<file path="config.mk">
export PLATFORM = sky130hd
export DESIGN_NAME = voice_allocator
export DESIGN_NICKNAME = d
export VERILOG_FILES = /design/src/rtl/voice_allocator.sv
export SDC_FILE = /design/constraint.sdc
export NUM_CORES = 1
export LEC_CHECK = 0
export BUFFER_PORTS_ARGS = -buffer_cell sky130_fd_sc_hd__clkbuf_2
export CORE_UTILIZATION = 45
export CTS_BUF_LIST = sky130_fd_sc_hd__clkbuf_4 sky130_fd_sc_hd__clkbuf_8
export CTS_CLUSTER_DIAMETER = 150
export DETAILED_ROUTE_END_ITERATION = 10
export PLACE_DENSITY_LB_ADDON = 0.08
export SYNTH_ARGS = -nofsm -noshare
export SYNTH_HDL_FRONTEND = slang
export SYNTH_SLANG_ARGS = --single-unit
</file>
<file path="constraint.sdc">
create_clock -name clk -period 10.4 [get_ports clk]
set_input_delay 1.56 -clock clk [delete_from_list [all_inputs] [get_ports clk]]
set_output_delay 1.56 -clock clk [all_outputs]
set_load 0.05 [all_outputs]
</file>
<file path="src/rtl/voice_allocator.sv">
// Polyphony controller: allocates note-on/note-off events to NUM_VOICES generator voices,
// with retrigger of a voice already holding the key and oldest-voice stealing when all are busy.
module voice_allocator #(
    parameter int NUM_VOICES = 4,
    parameter int AGE_W      = 8
) (
    input  logic                       clk,
    input  logic                       reset,
    input  logic                       note_valid,
    output logic                       note_ready,
    input  logic                       note_on,
    input  logic [6:0]                 note_key,
    input  logic [31:0]                note_period,
    output logic [NUM_VOICES-1:0]      voice_gate,
    output logic [32*NUM_VOICES-1:0]   voice_period,
    output logic [7*NUM_VOICES-1:0]    voice_key,
    output logic [NUM_VOICES-1:0]      voice_restart,
    output logic                       steal
);

    localparam int IDX_W = (NUM_VOICES > 1) ? $clog2(NUM_VOICES) : 1;
    localparam logic [AGE_W-1:0] AGE_MAX = {AGE_W{1'b1}};

    localparam logic [1:0] IDLE   = 2'd0;
    localparam logic [1:0] LOOKUP = 2'd1;
    localparam logic [1:0] COMMIT = 2'd2;

    logic [1:0]       state;
    logic             accept;

    logic             req_on;
    logic [6:0]       req_key;
    logic [31:0]      req_period;

    logic [31:0]      period_q [NUM_VOICES];
    logic [6:0]       key_q    [NUM_VOICES];
    logic [AGE_W-1:0] age_q    [NUM_VOICES];

    logic [IDX_W-1:0] tgt_q;
    logic             tgt_valid_q;
    logic             tgt_steal_q;

    logic             match_found;
    logic [IDX_W-1:0] match_idx;
    logic             free_found;
    logic [IDX_W-1:0] free_idx;
    logic             old_found;
    logic [IDX_W-1:0] old_idx;
    logic [AGE_W-1:0] old_age;
    logic [IDX_W-1:0] sel_idx;
    logic             sel_valid;
    logic             sel_steal;

    assign note_ready = (state == IDLE);
    assign accept     = note_valid && note_ready;

    always_ff @(posedge clk or posedge reset) begin
        if (reset) begin
            state <= IDLE;
        end else begin
            case (state)
                IDLE:    if (accept) state <= LOOKUP;
                LOOKUP:  state <= COMMIT;
                COMMIT:  state <= IDLE;
                default: state <= IDLE;
            endcase
        end
    end

    // Request fields are frozen at acceptance so input changes during LOOKUP/COMMIT are ignored.
    always_ff @(posedge clk or posedge reset) begin
        if (reset) begin
            req_on     <= 1'b0;
            req_key    <= '0;
            req_period <= '0;
        end else if (accept) begin
            req_on     <= note_on;
            req_key    <= note_key;
            req_period <= note_period;
        end
    end

    // Lowest-index scans; strict '>' keeps the lowest index on age ties. Ungated voices are skipped.
    always_comb begin
        match_found = 1'b0;
        match_idx   = '0;
        free_found  = 1'b0;
        free_idx    = '0;
        old_found   = 1'b0;
        old_idx     = '0;
        old_age     = '0;
        for (int v = 0; v < NUM_VOICES; v++) begin
            if (!match_found && voice_gate[v] && key_q[v] == req_key) begin
                match_found = 1'b1;
                match_idx   = IDX_W'(v);
            end
            if (!free_found && !voice_gate[v]) begin
                free_found = 1'b1;
                free_idx   = IDX_W'(v);
            end
            if (voice_gate[v] && (!old_found || age_q[v] > old_age)) begin
                old_found = 1'b1;
                old_idx   = IDX_W'(v);
                old_age   = age_q[v];
            end
        end
    end

    always_comb begin
        sel_idx   = '0;
        sel_valid = 1'b0;
        sel_steal = 1'b0;
        if (req_on) begin
            sel_valid = 1'b1;
            if (match_found) begin
                sel_idx = match_idx;
            end else if (free_found) begin
                sel_idx = free_idx;
            end else begin
                sel_idx   = old_idx;
                sel_steal = old_found;
            end
        end else if (match_found) begin
            sel_valid = 1'b1;
            sel_idx   = match_idx;
        end
    end

    always_ff @(posedge clk or posedge reset) begin
        if (reset) begin
            tgt_q       <= '0;
            tgt_valid_q <= 1'b0;
            tgt_steal_q <= 1'b0;
        end else if (state == LOOKUP) begin
            tgt_q       <= sel_idx;
            tgt_valid_q <= sel_valid;
            tgt_steal_q <= sel_steal;
        end
    end

    // Pulses default low every edge, so restart/steal last exactly one cycle after COMMIT.
    always_ff @(posedge clk or posedge reset) begin
        if (reset) begin
            voice_gate    <= '0;
            voice_restart <= '0;
            steal         <= 1'b0;
            for (int v = 0; v < NUM_VOICES; v++) begin
                period_q[v] <= '0;
                key_q[v]    <= '0;
                age_q[v]    <= '0;
            end
        end else begin
            voice_restart <= '0;
            steal         <= 1'b0;
            if (state == COMMIT && tgt_valid_q) begin
                if (req_on) begin
                    steal <= tgt_steal_q;
                    for (int v = 0; v < NUM_VOICES; v++) begin
                        if (IDX_W'(v) == tgt_q) begin
                            voice_gate[v]    <= 1'b1;
                            key_q[v]         <= req_key;
                            period_q[v]      <= req_period;
                            age_q[v]         <= '0;
                            voice_restart[v] <= 1'b1;
                        end else if (voice_gate[v] && age_q[v] != AGE_MAX) begin
                            age_q[v] <= age_q[v] + 1'b1;
                        end
                    end
                end else begin
                    for (int v = 0; v < NUM_VOICES; v++) begin
                        if (IDX_W'(v) == tgt_q) begin
                            voice_gate[v] <= 1'b0;
                        end
                    end
                end
            end
        end
    end

    for (genvar g = 0; g < NUM_VOICES; g++) begin : g_pack
        assign voice_period[32*g +: 32] = period_q[g];
        assign voice_key[7*g +: 7]      = key_q[g];
    end

endmodule

</file>
==> impl_metrics.yaml <==
synthesis:
  synth_edf_count: 0
  synth_area_leaders: "dfrtp_1 57%, mux2_2 18%, nand2_1 5.7%"
  netlist.top_cell.by_area: "dfrtp_1"
  synth_xor_area_share_pct: 3.97
  synthFlopType: "dfrtp_1"
  synth_cell_types: 48
  synthCells: 874
  syn-cell-area_um2: 10600
  synth_simple_gate_area_share_pct: 10.9
  synth_seq_area_share_pct: 57.5
  syn_nets: 945
  synth_fa_ha_area_share_pct: 3.31
  synth_common_cells: "243 x dfrtp_1, 172 x mux2_2, 162 x nand2_1"
  ys_warn_count: 0
  synth-seq-cells: 243
  synthArstFlopShare_pct: 100
  synth_top_family_by_area: "multiplexers"
  synth_most_common_cell: "dfrtp_1"
  synth_compound_area_share_pct: 3.48
  syn_area_per_cell_um2: 12.1
  synth_top_cell_area_share_pct: 57.5
  synth_mux_area_share_pct: 18.3
place:
  dpl.hpwl_um: 17500
  port_buffers: 208
  gp_congestion: 0.860
timing:
  finalHoldViolations: 0
  finalSetupViolations: 0
  grt_setup_unrepaired: "no"
  fmax_mhz: 169
  hold_ws_ps: 477
  setup_tns_ps: 0
  worst_pin_slew_ps: 1020
  slew_headroom_pct: 31.8
  skew_ps: 28.4
  fin_crit_sh_pct: 56.8
  min_period_ps: 5900
  slew_viol_final: 0
critical_path:
  path_class: "reg -> reg"
  cp_max_fo: 18
  start_kind: "flop"
  worst_setup_path_end_kind: "flop"
  arrival_ps: 6320
  r2r_slack_ps: 4500
  required_ps: 10810
clock_tree:
  cts_tree: "yes"
  cts_made_buffers: 42
  clock_sinks: 243
  htree_levels: 2
  cts_hold_buf: 0
  clk_latency_ps: 540
  ctsRootBufferMaster: "clkbuf_8"
  clockBufferDepth: 3
  cts_resized: 0
  clk_pin_slew_ps: 60
  post-cts-setup-buffers: 0
final_layout:
  antenna_cells: 0
  seq_area_um2: 6080
  multi_input_area_um2: 4260
  drive_above_1_share_pct: 41.9
  fin_nets: 1167
  area_growth_pct: 21.4
  fillCellCount: 2058
floorplan:
  io_pins: 209
  core_um2: 22800
  start_util_pct: 46.3
  row_count: 55
  die_area_um2: 24100
  dieHeight_um: 155
  fp.dieW_um: 155
pwr:
  p_int_mw: 1.93
  seqPwrFrac_pct: 40.5
  power_frac_comb_pct: 30.0
  vdd_drop_max_mv: 0.125
  clkPwrFrac_pct: 29.5
  switching_share_pct: 39.3
  pwr_density_cell_nw_per_um2: 247
  p_switching_mw: 1.25
  power_leakage_nw: 6.53
grt:
  first_global_vias: 7411
  grtUsageTotal_pct: 22.3
  grt_pass1_wl_um: 41900
  grt_max_degree: 98
  grt_overflow: 0
  antenna_found_initial: 0
detailed_routing:
  drt-initial-drc-count: 278
  drc: 0
  drt_first_pass_iters: 4
  antenna_left: 0
  wl_per_cell_um: 18.3
  routed_wl_um: 26300
  viasPerCell: 5.05
  vias: 7257
run_status:
  run_status: "complete, no violations"
flow_run:
  drv_cap: 0
worst_hold_path:
  hold_class: "reg -> reg"
==> placed cells by master (no fill, tap or decap), drive strengths merged, types with 2 or more instances in the layout <==
cell type / Yosys / layout
nor2: 40 / 40
nand2b: 2 / 2
nor3: 8 / 8
clkinv: 0 / 4
o311a: 2 / 2
a32o: 2 / 2
dfrtp: 243 / 243
xor2: 4 / 4
a21o: 2 / 2
mux2: 172 / 172
o21ai: 21 / 21
inv: 23 / 23
clkbuf: 8 / 274
a21oi: 15 / 15
nor2b: 6 / 6
and3: 2 / 2
bufinv: 0 / 2
nand4: 26 / 26
ha: 28 / 28
or3: 6 / 6
nand2: 162 / 162
nand3: 7 / 7
o211ai: 3 / 3
buf: 29 / 7
and2: 3 / 3
xnor2: 44 / 44
==> logic make-up after synthesis <==
| family | after synthesis |
|---|---|
| fa+ha+maj | 28 |
| flops | 243 |
| mux | 172 |
| compound gates | 56 |
| xor+xnor | 48 |
| buf+inv | 60 |
| simple gates | 267 |
==> final timing paths <==
check                                start  depth (start not counted)               end
min reg2reg                voice_period[5]                          2   voice_period[5]
min in group asynchronous            reset                          2  voice_period[42]
min                        voice_period[5]                          2   voice_period[5]
max in group asynchronous            reset                          4     voice_key[16]
max                          voice_gate[0]                         21          tgt_q[0]
max reg2reg                  voice_gate[0]                         21          tgt_q[0]
==> per-stage QoR <==
| step | setup WS [ps] | power [mW] | util [%] | cells | instance area [um2] |
|---|---|---|---|---|---|
| after floorplan | 2170 | 2.00 | - | 874 | 10600 |
| after global placement | 4620 | 2.25 | 52.2 | 1365 | 11900 |
| after detailed placement | 4470 | 2.26 | 52.2 | 1365 | 11900 |
| after CTS | 4480 | 3.21 | 56.2 | 1437 | 12800 |
| after global routing | 4050 | 3.33 | 56.2 | 1437 | 12800 |
| final | 4500 | 3.17 | 56.2 | 1437 | 12800 |
==> registers in the layout, indices dropped and copies added, names as in the netlist <==
signal         cells
voice_restart      4
req_period        32
voice_key         28
age_q             32
tgt_q              2
voice_gate         4
state              2
req_key            7
tgt_valid_q        1
req_on             1
voice_period     128
tgt_steal_q        1
steal              1
==> layer usage <==
| layer | global-route usage (%) | routed length, um |
|---|---|---|
| met3 | 6.71 | 1770 |
| met5 | 0 | 0 |
| met2 | 34.8 | 12200 |
| met1 | 30.3 | 11800 |
| met4 | 6.12 | 478 |
==> power groups by stage <==
stage / sequential (mW) / clock [mW] / combinational, mW
6_report: 1.28 / 0.936 / 0.953
3_5_place_dp: 1.30 / 0 / 0.962
2_1_floorplan: 1.70 / 0 / 0.299
5_1_grt: 1.32 / 1.01 / 1.01
4_1_cts: 1.29 / 0.965 / 0.964
3_3_place_gp: 1.29 / 0 / 0.957
==> layout make-up <==
| class | instances | area share, % |
|---|---|---|
| Clock buffer | 66 | 6.39 |
| Clock inverter | 6 | 0.799 |
| Inverter | 23 | 0.731 |
| Multi-Input combinational cell | 571 | 33.2 |
| Sequential cell | 243 | 47.4 |
| Tap cell | 313 | 3.05 |
| Timing Repair Buffer | 215 | 8.52 |
==> worst max-delay path, stage by stage (launching register included) <==
cell,delay [ps]
dfrtp_1,670
nand2_1,130
ha_1,320
nand4_1,140
nor2_1,160
o21ai_1,120
a311oi_4,540
mux2_2,420
ha_1,290
nor2b_1,130
o211ai_1,160
a211o_1,160
nand2_1,70
o21ai_1,550
mux2_2,410
ha_1,290
nor2b_1,130
o211ai_1,160
a21oi_1,80
or4_1,450
a221oi_1,290
o211ai_1,120
(Power assumes the default switching activity.)
